<file path="src/rtl/regbank_pkg.sv">
// Shared types for the register-bank write arbiter: source-select
// encoding, FSM state encoding, widths and the latched request record.
package regbank_pkg;

  localparam int unsigned REG_IDX_W = 3;
  localparam int unsigned DATA_W    = 8;

  typedef enum logic [1:0] {
    SRC_ALU  = 2'b00,
    SRC_REG  = 2'b01,
    SRC_IMM  = 2'b10,
    SRC_ZERO = 2'b11
  } src_sel_t;

  typedef enum logic [1:0] {
    ST_IDLE  = 2'b00,
    ST_SETUP = 2'b01,
    ST_WRITE = 2'b10
  } state_t;

  typedef struct packed {
    logic [REG_IDX_W-1:0] dst;
    src_sel_t             src;
    logic [REG_IDX_W-1:0] rd;
    logic [DATA_W-1:0]    imm;
  } wr_req_t;

endpackage

</file>
<file path="src/rtl/regbank_write_arb_arb2.sv">
// Two-input arbiter with one-hot grant (bit 0 = A, bit 1 = B).
// REGBANK_RR_ARB_EN defined: round-robin, pointer flips to the other
// requester after every acceptance. Undefined: fixed priority, A wins.
module arb2 (
`ifdef REGBANK_RR_ARB_EN
  input  logic       clk,
  input  logic       rst_n,
  input  logic       advance,
`endif
  input  logic [1:0] req,
  output logic [1:0] grant
);

`ifdef REGBANK_RR_ARB_EN
  logic ptr;  // 0: A favoured, 1: B favoured

  // Pointer moves past whoever was just accepted.
  always_ff @(posedge clk or negedge rst_n) begin
    if (!rst_n) begin
      ptr <= 1'b0;
    end else if (advance) begin
      ptr <= grant[0];
    end
  end

  // Favoured requester first, the other one otherwise.
  always_comb begin
    grant = '0;
    if (!ptr) begin
      if (req[0])      grant = 2'b01;
      else if (req[1]) grant = 2'b10;
    end else begin
      if (req[1])      grant = 2'b10;
      else if (req[0]) grant = 2'b01;
    end
  end
`else
  // A always beats B.
  always_comb begin
    grant    = '0;
    grant[0] = req[0];
    grant[1] = req[1] & ~req[0];
  end
`endif

endmodule

</file>
<file path="src/rtl/regbank_write_arb.sv">
// Register-bank write arbiter: accepts writes from two requesters and
// sequences regBank selects (SETUP) then enable (WRITE), two cycles per
// write. Optional macro REGBANK_RR_ARB_EN selects round-robin arbitration.
module regbank_write_arb
  import regbank_pkg::*;
(
  input  logic                 clk,
  input  logic                 rst_n,
  input  logic                 a_valid,
  output logic                 a_ready,
  input  logic [REG_IDX_W-1:0] a_dst,
  input  logic [1:0]           a_src,
  input  logic [REG_IDX_W-1:0] a_rd,
  input  logic [DATA_W-1:0]    a_imm,
  input  logic                 b_valid,
  output logic                 b_ready,
  input  logic [REG_IDX_W-1:0] b_dst,
  input  logic [1:0]           b_src,
  input  logic [REG_IDX_W-1:0] b_rd,
  input  logic [DATA_W-1:0]    b_imm,
  output logic [1:0]           ms,
  output logic [REG_IDX_W-1:0] rs,
  output logic                 e,
  output logic [REG_IDX_W-1:0] rd_sel,
  output logic [DATA_W-1:0]    imm,
  output logic                 done,
  output logic                 done_id,
  output logic                 busy
);

  state_t     state, state_nxt;
  logic       open_slot;
  logic       accept;
  logic [1:0] grant;
  wr_req_t    a_req, b_req, cur;
  logic       owner;
  logic       e_q;

  assign a_req.dst = a_dst;
  assign a_req.src = src_sel_t'(a_src);
  assign a_req.rd  = a_rd;
  assign a_req.imm = a_imm;
  assign b_req.dst = b_dst;
  assign b_req.src = src_sel_t'(b_src);
  assign b_req.rd  = b_rd;
  assign b_req.imm = b_imm;

  arb2 u_arb (
`ifdef REGBANK_RR_ARB_EN
    .clk     (clk),
    .rst_n   (rst_n),
    .advance (accept),
`endif
    .req     ({b_valid, a_valid}),
    .grant   (grant)
  );

  // Next state; a new request can be taken in IDLE and in WRITE.
  always_comb begin
    state_nxt = state;
    open_slot = 1'b0;
    unique case (state)
      ST_IDLE: begin
        open_slot = 1'b1;
        if (a_valid || b_valid) state_nxt = ST_SETUP;
      end
      ST_SETUP: state_nxt = ST_WRITE;
      ST_WRITE: begin
        open_slot = 1'b1;
        state_nxt = (a_valid || b_valid) ? ST_SETUP : ST_IDLE;
      end
      default: state_nxt = ST_IDLE;
    endcase
  end

  assign accept = open_slot & (a_valid | b_valid);

  // Ready is forced low while reset is held so it clears asynchronously.
  assign a_ready = rst_n & open_slot & grant[0];
  assign b_ready = rst_n & open_slot & grant[1];

  // State register.
  always_ff @(posedge clk or negedge rst_n) begin
    if (!rst_n) state <= ST_IDLE;
    else        state <= state_nxt;
  end

  // Latch the winning request on acceptance; selects only move entering SETUP.
  always_ff @(posedge clk or negedge rst_n) begin
    if (!rst_n) begin
      cur   <= '0;
      owner <= 1'b0;
    end else if (accept) begin
      cur   <= grant[1] ? b_req : a_req;
      owner <= grant[1];
    end
  end

  // Registered write enable, high for the whole WRITE cycle.
  always_ff @(posedge clk or negedge rst_n) begin
    if (!rst_n) e_q <= 1'b0;
    else        e_q <= (state_nxt == ST_WRITE);
  end

  assign ms      = cur.src;
  assign rs      = cur.dst;
  assign rd_sel  = cur.rd;
  assign imm     = cur.imm;
  assign e       = e_q;
  assign done    = e_q;
  assign done_id = owner;
  assign busy    = (state != ST_IDLE);

endmodule

</file>
<file path="config.mk">
export PLATFORM = sky130hd
export DESIGN_NAME = regbank_write_arb
export DESIGN_NICKNAME = d
export VERILOG_FILES = /design/src/rtl/regbank_pkg.sv /design/src/rtl/regbank_write_arb_arb2.sv /design/src/rtl/regbank_write_arb.sv
export SDC_FILE = /design/constraint.sdc
export NUM_CORES = 1
export LEC_CHECK = 0
export ABC_AREA = 0
export BUFFER_PORTS_ARGS = -buffer_cell sky130_fd_sc_hd__buf_2
export CORE_UTILIZATION = 25
export CTS_BUF_LIST = sky130_fd_sc_hd__clkbuf_4
export CTS_CLUSTER_DIAMETER = 80
export DETAILED_ROUTE_END_ITERATION = 10
export PLACE_DENSITY = 0.49
export SLEW_MARGIN = 25
export SYNTH_ARGS = -nofsm -noshare
export SYNTH_HDL_FRONTEND = slang
export SYNTH_SLANG_ARGS = --single-unit
</file>
<file path="constraint.sdc">
create_clock -name clk -period 1.65 [get_ports clk]
set_clock_uncertainty 0.2 [all_clocks]
set_input_delay 0.33 -clock clk [delete_from_list [all_inputs] [get_ports clk]]
set_output_delay 0.33 -clock clk [all_outputs]
set_load 0.005 [all_outputs]
</file>
# Word-level counts from Yosys, hierarchy flattened
# Index checks and enable logic that the tools add are counted.
# W data, S select, Z words.
# word_totals
register_bits	20
latchBits	0
ramBits	0
romBits	0
in_bits	36
out_inout_bits	22
word_cells	26
n_memories	0
# op_classes
n_addsub	0
mul	0
div	0
order_cmp	0
eq_ne	3
shift	0
n_mux	5
bitwise_logic	7
reduce_logical	4
# ops
op	count
$mux W16	1
$pmux W2 S3	1
$and A1 B1 Y1	5
$eq A2 B2 Y1 const B	2
$eq A2 B1 Y1 const B	1
$logic_not A2 Y1	1
$mux W1	2
$mux W2	1
$reduce_bool A2 Y1	1
$reduce_or A2 Y1	1
$logic_or A1 B1 Y1	1
$not A1 Y1	1
$or A1 B1 Y1	1

# Depth between registers and ports, before layout
# Gate-level depths: netlist of run 1.
# logic_depth
depth_word	5
depth_mapped	4
ltp_nobuf	2

# Modules after synthesis
# A second synthesis of run 1 with hierarchy kept.
# hier_totals
cells_unflattened	64
area_unflattened_um2	1034.7
# by_module_without_submodules
mod	instances	cells_per_inst	area_each_um2	seq_area_each_um2
regbank_write_arb	1	62	1013.5	475.5
arb2	1	2	21.3	0.0

# Worst setup path before layout of run 1
# OpenSTA, ideal clock, no wires.
# synth_timing
path_kind	input -> output
startpoint	in b_valid
endpoint	out b_ready
arrival_ps	877
t_required_ps	1120
setup_slack_ps	243
stages	4
path_buffers	2
path_cell_list	nor2b_1 -> buf_6 -> buf_6 -> and3b_1
# synth_between
elab_chain_cells	2
# synth_rtl
element	line_no	text
from (decl)	regbank_write_arb.sv:15	input logic b_valid,
$and A1 B1 Y1	regbank_write_arb_arb2.sv:42	grant[1] = req[1] & ~req[0];
$and A1 B1 Y1	regbank_write_arb.sv:80	assign b_ready = rst_n & open_slot & grant[1];
to (decl)	regbank_write_arb.sv:16	output logic b_ready,
# No other way between the ends.

# Worst setup path after layout of run 1
# layout_timing
startpoint	reg state[0]
endpoint	out busy
# layout_between
elab_chain_cells	1
# layout_rtl
element	line_no	text
from (decl)	regbank_write_arb.sv:31	state_t state, state_nxt;
from (signal assigned)	regbank_write_arb.sv:85	else state <= state_nxt;
$reduce_bool A2 Y1	regbank_write_arb.sv:112	assign busy = (state != ST_IDLE);
to (decl)	regbank_write_arb.sv:28	output logic busy
# No other way between the ends.

==> results.txt, run 1 <==
The terminating pin of the worst hold path was rs[0]. Detailed routing inserted a total of 932 vias. The first TritonRoute pass finished after 7 iterations.

The achievable clock frequency is 606 MHz, and the average size of a mapped cell is 9.38 sq um. Summing all flip-flop and latch instances after layout gives 477 sq um. For the number of max-slew violations in the final report, the log shows 0.

The run gives 70 ps as the setup slack of the worst register-to-register path. The total inserted antenna cells came out at 0. Data on the critical path is required at its endpoint by 1120 ps. Once the floorplan was initialized, standard cells occupied 26.1% of the core. Global routing consumed, over all layers together, 12.6% of the routing resources. In this run the power density over the cells is 903 nW/um^2. The post-detailed-route DRC marker count is 0. Post-detailed-route wirelength per cell: 12.0 um. The number of buffers inserted by port buffering came out at 57. The total power is 1220 uW. Clock-pin slew was measured on the worst setup and hold paths at 120 ps. In this run the standard cell core region covers 3660 sq um. The Yosys step of the flow raised 0 warnings. For the global-route congestion overflow total, the log shows 0. The area of combinational cells with multiple inputs came out at 295 sq um.

The run gives 4010 um as the wire length of the first global-routing pass. The detailed router finished its first iteration with 87 violations. Clock root buffer: sky130_fd_sc_hd__clkbuf_4. Data on the critical path arrives at its endpoint at 1120 ps. Counting along the longest clock path gives a buffer depth of 2.

The die is 63.9 um tall. The flop and latch count out of synthesis is 19, and the ratio of cells with drive above 1 in the final layout is 43.9%. STA classifies the critical path endpoint as a primary output. Sequential elements use 49.7% of the synthesized area. Setup repair after global routing could not meet its margin everywhere. Max-cap violations in this run came to 0. Dividing the final minimum period by the clock period gives 100%. The area growth from synthesis to layout is 40.9%. The run gives 138 as the post-synth net total. TritonCTS built the clock tree. Of all nets on the critical path, the largest fanout is 6. The routed design could run at a clock period as short as 1650 ps. The floorplan has 22 rows. IR analysis of the VDD net gives a maximum drop of 271 uV. The run gives 310 ps as the clock latency reported for the late side of the worst-skew pair. Library cell occupying the most area in the post-synthesis netlist: sky130_fd_sc_hd__dfrtp_1.

By area the synthesized netlist is led by sky130_fd_sc_hd__dfrtp_1 50%, sky130_fd_sc_hd__a222oi_1 17%, sky130_fd_sc_hd__inv_1 13%. Number of endpoints with negative hold slack in the final report: 0. The flow ran to the end, and the final reports show no timing, DRC or antenna violations. The number of clock buffers inserted by TritonCTS is 3, and the number of antenna violations at the first check in global routing is 0. After detailed routing, the total wire length is 2540 um.

The critical path is of the reg2out type. Counting the fill cells in the layout gives 383. The nature of the critical path startpoint is a register. The tools report the beginning of the worst register-to-register path as state[0].

Entering global routing, the biggest net connects 18 pins. In this run the horizontal extent of the chip is 63.9 um. Setup violations remaining at the end of the flow were counted as 0. The clock net in this run drives a total of 19 sinks. The H-tree depth came out at 1. Worst flop-to-flop path endpoint: imm[6]. Dividing the detail-routed via count by the number of cells gives 4.40. Startpoint of the lowest-slack hold path: a_dst[0].

Prior to clock tree synthesis, the placed netlist has a worst setup slack of 154 ps. The via count of the first global-routing pass came out at 885. The gate count of the mapped netlist was 102. Cell depth of the worst min-delay path: 3. In this run the biggest area consumer among cell types represents 49.7% of the synthesized area. After synthesis the cells add up to 957 sq um.

The slew at the pin closest to its max-slew limit works out to 455 ps. In the post-route analysis, the smallest setup slack over all paths is 0.361 ps. Area of the die: 4080 sq um.

Routability-driven placement finished with a final weighted congestion of 0.638. For the count of different cell masters after synthesis, the log shows 13. During I/O placement, the number of pins put on the boundary was 58. The remaining number of nets flagged by the antenna check after routing was 0; the number of cells on the worst reg-to-reg path was 3. For the leakage component of the power, the log shows 0.000799 uW. Classification of the worst-slack hold path: in2reg.

Once detailed placement completed, the half-perimeter wirelength came to 1840 um. The logs give 69.6% for the worst max-slew margin expressed relative to the limit and 201 for the post-layout net count.
-- stage by stage --
step           util, %  setup TNS, ps  instance area [sq um]  std cells  hold WS [ps]
2_1_floorplan        -              0                    957        102          -166
3_3_place_gp      35.1              0                   1290        205          96.2
3_5_place_dp      35.1              0                   1290        205          98.6
4_1_cts           36.6          -32.6                   1340        211          39.7
5_1_grt           36.8           -125                   1350        212          34.7
6_report          36.8              0                   1350        212          45.2
-- routing by layer --
metal	track usage [%]	vias to the layer above	routed length (um)
met1	14.9	447	1120
met2	21.9	25	1280
met4	6.82	0	32
met5	0	-	0
li1	-	457	-
met3	1.79	3	111
-- final cells by class --
cell class              count  area share [%]
repair buffers             66            26.8
clock inverters             1           0.371
flip-flops and latches     19            35.3
inverters                  34            9.46
well taps                  48            4.45
clock buffers               3            1.67
multi-input cells          41            21.9
-- how the worst max path moves through the flow --
| stage | start | to | slack (ps) | cells after the start |
|---|---|---|---|---|
| 2_1_floorplan | b_valid | b_ready | 240 | 4 |
| 3_3_place_gp | b_valid | b_ready | 190 | 4 |
| 3_5_place_dp | state[0] | imm[6] | 150 | 2 |
| 4_1_cts | state[0] | busy | -20 | 2 |
| 5_1_grt | state[0] | busy | -50 | 2 |
| 6_report | state[0] | busy | 0.4 | 2 |
-- state kept, by name, summed over array words and instances, names as in the netlist --
name     cells
imm          8
rd_sel       3
rs           3
ms           2
done         1
done_id      1
state        1
-- logic make-up after synthesis --
logic type	synth area share, %
AOI/OAI and AO/OA	19.2
buffers and inverters	19.7
DFF	49.7
and+or+nand+nor	11.4
-- layout by cell type, fill, tap and decap left out, drive strengths merged --
master and n:
buf 65, inv 34, dfrtp 19, nor2 16, a222oi 16, nor2b 3
clkbuf 3, and3b 2, or2 1, o21bai 1, nand2b 1, a21oi 1
clkinv 1, dlygate4sd3 1
-- cells in the mapped netlist, drive strengths merged --
master and n:
nor2b 3, inv 34, and3b 2, dfrtp 19
o21bai 1, a222oi 16, a21oi 1, nand2b 1
buf 8, nor2 16, or2 1
-- where the power goes --
group / internal [uW] / switching [uW] / total [uW]
clock: 90.7 / 158 / 249
sequential: 549 / 47.6 / 596
combinational: 202 / 171 / 373
total: 842 / 377 / 1220
-- worst max-delay path, stage by stage (launching register included) --
cell and delay [ps]:
sky130_fd_sc_hd__dfrtp_2 460, sky130_fd_sc_hd__or2_4 240, sky130_fd_sc_hd__buf_6 110
-- timing repair --
action,CTS,global route
resized for setup,3,0
hold buffers,1,0
pin swaps,0,2
setup endpoints to repair,3,3
buffers inserted,1,1
endpoints found under the hold margin,19,0
No activity file was read; power rests on OpenSTA's default activity.
==> run 2, diff against run 1 <==
--- a/config.mk
+++ b/config.mk
@@ -7,11 +7,11 @@
 export LEC_CHECK = 0
 export ABC_AREA = 0
 export BUFFER_PORTS_ARGS = -buffer_cell sky130_fd_sc_hd__buf_2
-export CORE_UTILIZATION = 25
+export CORE_UTILIZATION = 35
 export CTS_BUF_LIST = sky130_fd_sc_hd__clkbuf_4
 export CTS_CLUSTER_DIAMETER = 80
 export DETAILED_ROUTE_END_ITERATION = 10
-export PLACE_DENSITY = 0.49
+export PLACE_DENSITY = 0.65
 export SLEW_MARGIN = 25
 export SYNTH_ARGS = -nofsm -noshare
 export SYNTH_HDL_FRONTEND = slang
==> results.txt, run 2 (synthesis results as in run 1) <==
The number of antenna violations at the first check in global routing was 0. The net count of the finished layout is 200. The run gives 0 as the total inserted antenna cells. The area growth from synthesis to layout is 37.8%. The effective utilization at floorplan was 37.9%; the data arrival at the endpoint of the critical path was 1110 ps. The vertical die dimension is 54.3 um. Setup repair after global routing could not meet its margin everywhere. Last weighted congestion value of the routability-driven placer: 0.702.

The nature of the critical path startpoint was a register. In this run the critical register-to-register path is launched from state[0]. The total area inside the core boundary comes to 2520 sq um.

The tools report the maximum resistive drop on vdd as 571 uV. The detailed router's first-iteration violation count came out at 64. The first global-routing pass estimated 3490 um of wire. Floorplan die width: 54.3 um. The via count of the first global-routing pass is 810, and the post-detailed-route wirelength per cell is 12.5 um.

Entering global routing, the biggest net connects 18 pins. The H-tree depth came out at 1. In the routed layout, each cell is associated on average with a via count of 4.96. Number of max-slew violations in the final report: 0. Subtracting the final worst setup slack from the clock period gives 1640 ps.

For the global-route congestion overflow total, the log shows 0. For this design, the sink count on the clock tree is 19. The tools report the half-perimeter wire length after placement as 1740 um. The total of fill cells in the finished design is 259, and the count of pins on the block boundary is 58. Before antenna repair, the detailed router went through 5 iterations. The number of clock buffers added by TritonCTS is 3.

The critical path starts at state[0]. Commonest non-fill, non-tap cell in the layout: sky130_fd_sc_hd__buf_2. At the pin with the least slew margin, the transition time is 434 ps. Ratio of cells with drive above 1 in the final layout: 43.6%. The logs give 610 MHz for the achievable clock frequency and 2400 um for the total routed wirelength.

The startpoint of the lowest-slack hold path is a_dst[0]. For this run, the slowest stage of the critical path takes 460 ps. The number of core rows is 18, and the leakage component of the power is 0.000794 uW.

Clock root buffer: sky130_fd_sc_hd__clkbuf_4. The number of setup violations in the final report is 0. TritonCTS built the clock tree.

The clock transition at the register clock pins on the worst setup and hold paths after CTS came out at 120 ps. By startpoint and endpoint, the worst setup path is classified as reg2out. The top cell types in the final layout, fill and taps aside, are 56 x sky130_fd_sc_hd__buf_2, 34 x sky130_fd_sc_hd__inv_1, 18 x sky130_fd_sc_hd__dfrtp_1, 16 x sky130_fd_sc_hd__nor2_1, 16 x sky130_fd_sc_hd__a222oi_1. The clock passes through at most 2 buffers. Summed over all failing endpoints, the final setup total negative slack is 0 ps. The fraction of the cycle the final worst path needs was 99.4%. The floorplan step defined a die boundary enclosing 2950 sq um.

Of all nets on the critical path, the largest fanout is 6. Remaining number of nets flagged by the antenna check after routing: 0. Number of endpoints with negative hold slack in the final report: 0. For the worst-skew pair, the clock arrives at the later sink with an insertion delay of 300 ps. Traced cell by cell, the critical path runs through or2_4 -> buf_6. Across every metal layer, demand over resource in global routing totals 16.5%. The max-capacitance violation count was 0; the number of buffers inserted by port buffering was 57.

For the worst max-slew margin expressed relative to the limit, the log shows 71.0%. The run gives 1120 ps as the required time of the critical path. The classification of the worst-slack hold path is in2reg.

The design draws 1210 uW. Dividing total power by cell area gives a power density of 917 nW/um^2. After detailed routing, the number of remaining DRC violations is 0.

STA classifies the critical path endpoint as a primary output. The register with the most flip-flops in the layout has 8 of them. The run finished with clean final reports. For the via count, the log shows 957. Among all stages on the critical path, the largest delay is contributed by sky130_fd_sc_hd__dfrtp_2.
==> run 2: cell count changes in the layout (fill, tap and decap cells not counted) <==
cell	delta
sky130_fd_sc_hd__buf_4	-1
==> run 2: per-layer routing <==
layer / vias up / global-route usage, % / share of wire, % / routed length, um
li1: 455 / - / - / -
met1: 460 / 20.5 / 40 / 970
met2: 40 / 30.3 / 53 / 1280
met3: 2 / 0.833 / 5.7 / 137
met4: 0 / 5.13 / 0.71 / 17
met5: - / 0 / 0 / 0
==> run 2: worst paths after layout <==
kind                                  to  slack (ps)  depth (start not counted)
worst min-delay path               rs[0]          50                          3
max in group asynchronous       state[0]         610                          3
worst max-delay path                busy          10                          2
worst max register to register    imm[0]         190                          2
worst min register to register      done         280                          1
min in group asynchronous           done         180                          2
==> run 2: worst max-delay path, delay by kind of cell, from the launching register on <==
family / cells / cell delay, ps
buffers and inverters: 1 / 110
flip-flops: 1 / 460
AND/OR/NAND/NOR: 1 / 240
==> run 2: final cells by class <==
type / count / area, sq um / share of cell area, %
clock buffer: 3 / 22.5 / 1.71
inverter: 34 / 128 / 9.68
sequential: 19 / 477 / 36.1
timing repair buffer: 65 / 354 / 26.9
multi-input combinational: 41 / 295 / 22.4
tap: 30 / 37.5 / 2.85
clock inverter: 1 / 5.00 / 0.380
==> run 2: metrics by stage <==
stage	hold WS, ps	cells	worst slack (ps)	area, sq um	utilization (%)
after floorplan	-166	102	243	957	-
after global placement	-63.0	187	204	1260	50.1
after detailed placement	-61.8	187	138	1260	50.1
after CTS	47.4	193	7.76	1310	52.0
after global routing	37.5	193	-22.9	1320	52.3
final	49.1	193	9.71	1320	52.3
==> run 2: repair_timing <==
item,4_1_cts,5_1_grt
gates resized for setup,2,1
buffers inserted,1,0
hold buffers,1,0
gates cloned,0,0
endpoints found under the hold margin,19,0
endpoints found under the setup margin,3,2
pin swaps,0,0
==> run 2: where the power goes <==
| part | total, uW | switching, uW | leakage, uW | internal, uW |
|---|---|---|---|---|
| Combinational | 371 | 170 | 0.000565 | 201 |
| Sequential | 598 | 49.0 | 0.000211 | 549 |
| Clock | 240 | 150 | 0.0000177 | 90.4 |
| Total | 1210 | 369 | 0.000794 | 840 |
==> run 3, diff against run 2 <==
--- a/config.mk
+++ b/config.mk
@@ -6,7 +6,7 @@
 export NUM_CORES = 1
 export LEC_CHECK = 0
 export ABC_AREA = 0
-export BUFFER_PORTS_ARGS = -buffer_cell sky130_fd_sc_hd__buf_2
+export BUFFER_PORTS_ARGS = -buffer_cell sky130_fd_sc_hd__clkbuf_2
 export CORE_UTILIZATION = 35
 export CTS_BUF_LIST = sky130_fd_sc_hd__clkbuf_4
 export CTS_CLUSTER_DIAMETER = 80
==> results.txt, run 3 (synthesis results as in run 1) <==
The worst hold path was traced through 3 stages. The run finished with clean final reports. Routability-driven placement finished with a final weighted congestion of 0.680. Pin placement for this block handled 58 I/O pins.

Number of core rows: 18. The worst setup path is captured at a primary output. For the global-route congestion overflow total, the log shows 0. For this run, the detailed router's first-pass iteration total came to 5. Slew at the pin closest to its max-slew limit: 428 ps. The tools report the beginning of the worst register-to-register path as state[0]. The average via count per standard cell is 4.82, and the clock latency reported for the late side of the worst-skew pair is 290 ps. The vertical die dimension came out at 54.3 um. The number of antenna violations at the first check in global routing was 0.

IR analysis of the VDD net gives a maximum drop of 543 uV. The via count is 930. The critical path is of the reg2out type. For the worst setup path, the data arrival time is 1090 ps. The effective utilization at floorplan was 37.9%. The combined global-route utilization of all metal layers came out at 17.1%.

The logs give 3 for the number of clock buffers inserted by TritonCTS and 1 for the H-tree depth. Setup repair after global routing could not meet its margin everywhere. The largest net degree at the start of global routing is 18, and the post-detailed-route wirelength per cell is 11.8 um. The tools report the remaining number of nets flagged by the antenna check after routing as 0. The startpoint of the lowest-slack hold path was a_imm[4]. For the total routed wirelength, the log shows 2280 um. For the placeable core region, the log shows 2520 sq um.

The classification of the worst-slack hold path is in2reg. Summed over all cells, the static leakage comes to 0.000807 uW. For the setup slack of the worst register-to-register path, the log shows 90 ps. The tools report the max-capacitance violation count as 0. TritonCTS built the clock tree. 0 antenna diodes ended up in the layout. After routing, the total negative slack on setup checks comes to 0 ps. In the layout the commonest cells are 56 x sky130_fd_sc_hd__clkbuf_2, 34 x sky130_fd_sc_hd__inv_1, 18 x sky130_fd_sc_hd__dfrtp_1, 16 x sky130_fd_sc_hd__nor2_1, 16 x sky130_fd_sc_hd__a222oi_1. The required time of the critical path is 1120 ps, and the number of endpoints with negative hold slack in the final report is 0. The post-layout net count is 200, and the area growth from synthesis to layout is 37.1%. The tools report the clock sink total as 19.

The tools report the number of setup violations in the final report as 0. The flip-flop count of the largest register, all copies and words added is 8, and the area of the die is 2950 sq um. The half-perimeter wire length after placement came out at 1680 um. Buffer depth of the longest clock path: 2. The worst max-slew margin expressed relative to the limit is 71.4%. The via count of the first global-routing pass was 837.

Static timing analysis puts the maximum clock frequency at 619 MHz. Worst flop-to-flop path endpoint: rd_sel[2]. The first routing iteration left 51 violations. The number of buffers inserted by port buffering was 57. The power density relative to cell area is 905 nW/um^2, and the ratio of cells with drive above 1 in the final layout is 43.6%. For the total power, the log shows 1190 uW. The tools report the nature of the critical path startpoint as a register. The number of max-slew violations in the final report is 0. For hold timing, the worst endpoint is imm[4].

The minimum clock period after layout was 1620 ps; the maximum fanout along the worst path was 6. Leaving out fill and tap cells, the most frequent cell in the layout is sky130_fd_sc_hd__clkbuf_2. The first global-routing pass estimated 3620 um of wire. The clock transition at the register clock pins on the worst setup and hold paths after CTS was 100 ps. From left edge to right edge, the die measures 54.3 um. The tree is rooted in a sky130_fd_sc_hd__clkbuf_4. The post-detailed-route DRC marker count came out at 0. The fraction of the cycle the final worst path needs was 98.0%.

The worst register-to-register path has a depth of 3.
## run 3: report_power, final
group / internal [uW] / switching (uW)
logic: 196 / 165
registers: 549 / 51.4
clock network: 90.2 / 137
## run 3: critical path, stage by stage (launching register included)
cell and delay [ps]:
sky130_fd_sc_hd__dfrtp_2 460, sky130_fd_sc_hd__or2_4 230, sky130_fd_sc_hd__clkbuf_2 110
## run 3: worst max-delay path by stage
stage / from / end / slack (ps)
final: state[0] / busy / 30
after global routing: state[0] / busy / -10
after CTS: state[0] / b_ready / 20
after detailed placement: state[0] / rd_sel[2] / 180
after global placement: b_valid / b_ready / 190
after floorplan: b_valid / b_ready / 240
## run 3: layout make-up
type / count / area, sq um
multi-input cells: 41 / 295
clock buffers: 3 / 22.5
inverters: 34 / 128
flip-flops and latches: 19 / 477
fillers: 258 / 1210
clock inverters: 1 / 5.00
repair buffers: 65 / 348
well taps: 30 / 37.5
## run 3: through the flow
| stage | utilization [%] | cells | worst slack (ps) | hold slack, ps | area (sq um) |
|---|---|---|---|---|---|
| after floorplan | - | 102 | 243 | -166 | 957 |
| after global placement | 49.8 | 186 | 191 | -59.0 | 1260 |
| after detailed placement | 49.8 | 186 | 184 | -58.8 | 1260 |
| after CTS | 52.0 | 193 | 24.8 | 41.7 | 1310 |
| after global routing | 52.0 | 193 | -11.9 | 39.6 | 1310 |
| final | 52.0 | 193 | 33.3 | 46.4 | 1310 |
## run 3: timing repair
| item | CTS | global route |
|---|---|---|
| gates resized for setup | 2 | 1 |
| endpoints found under the hold margin | 19 | 0 |
| buffers inserted | 2 | 0 |
| hold buffers | 1 | 0 |
| pin swaps | 0 | 1 |
| setup endpoints to repair | 3 | 4 |
## run 3: routing by layer
| metal | GRT usage [%] | share of wire (%) | up-vias |
|---|---|---|---|
| li1 | - | - | 455 |
| met1 | 21.0 | 38 | 439 |
| met2 | 31.3 | 55 | 32 |
| met3 | 0.833 | 5.1 | 4 |
| met4 | 6.41 | 1.7 | 0 |
| met5 | 0 | 0 | - |
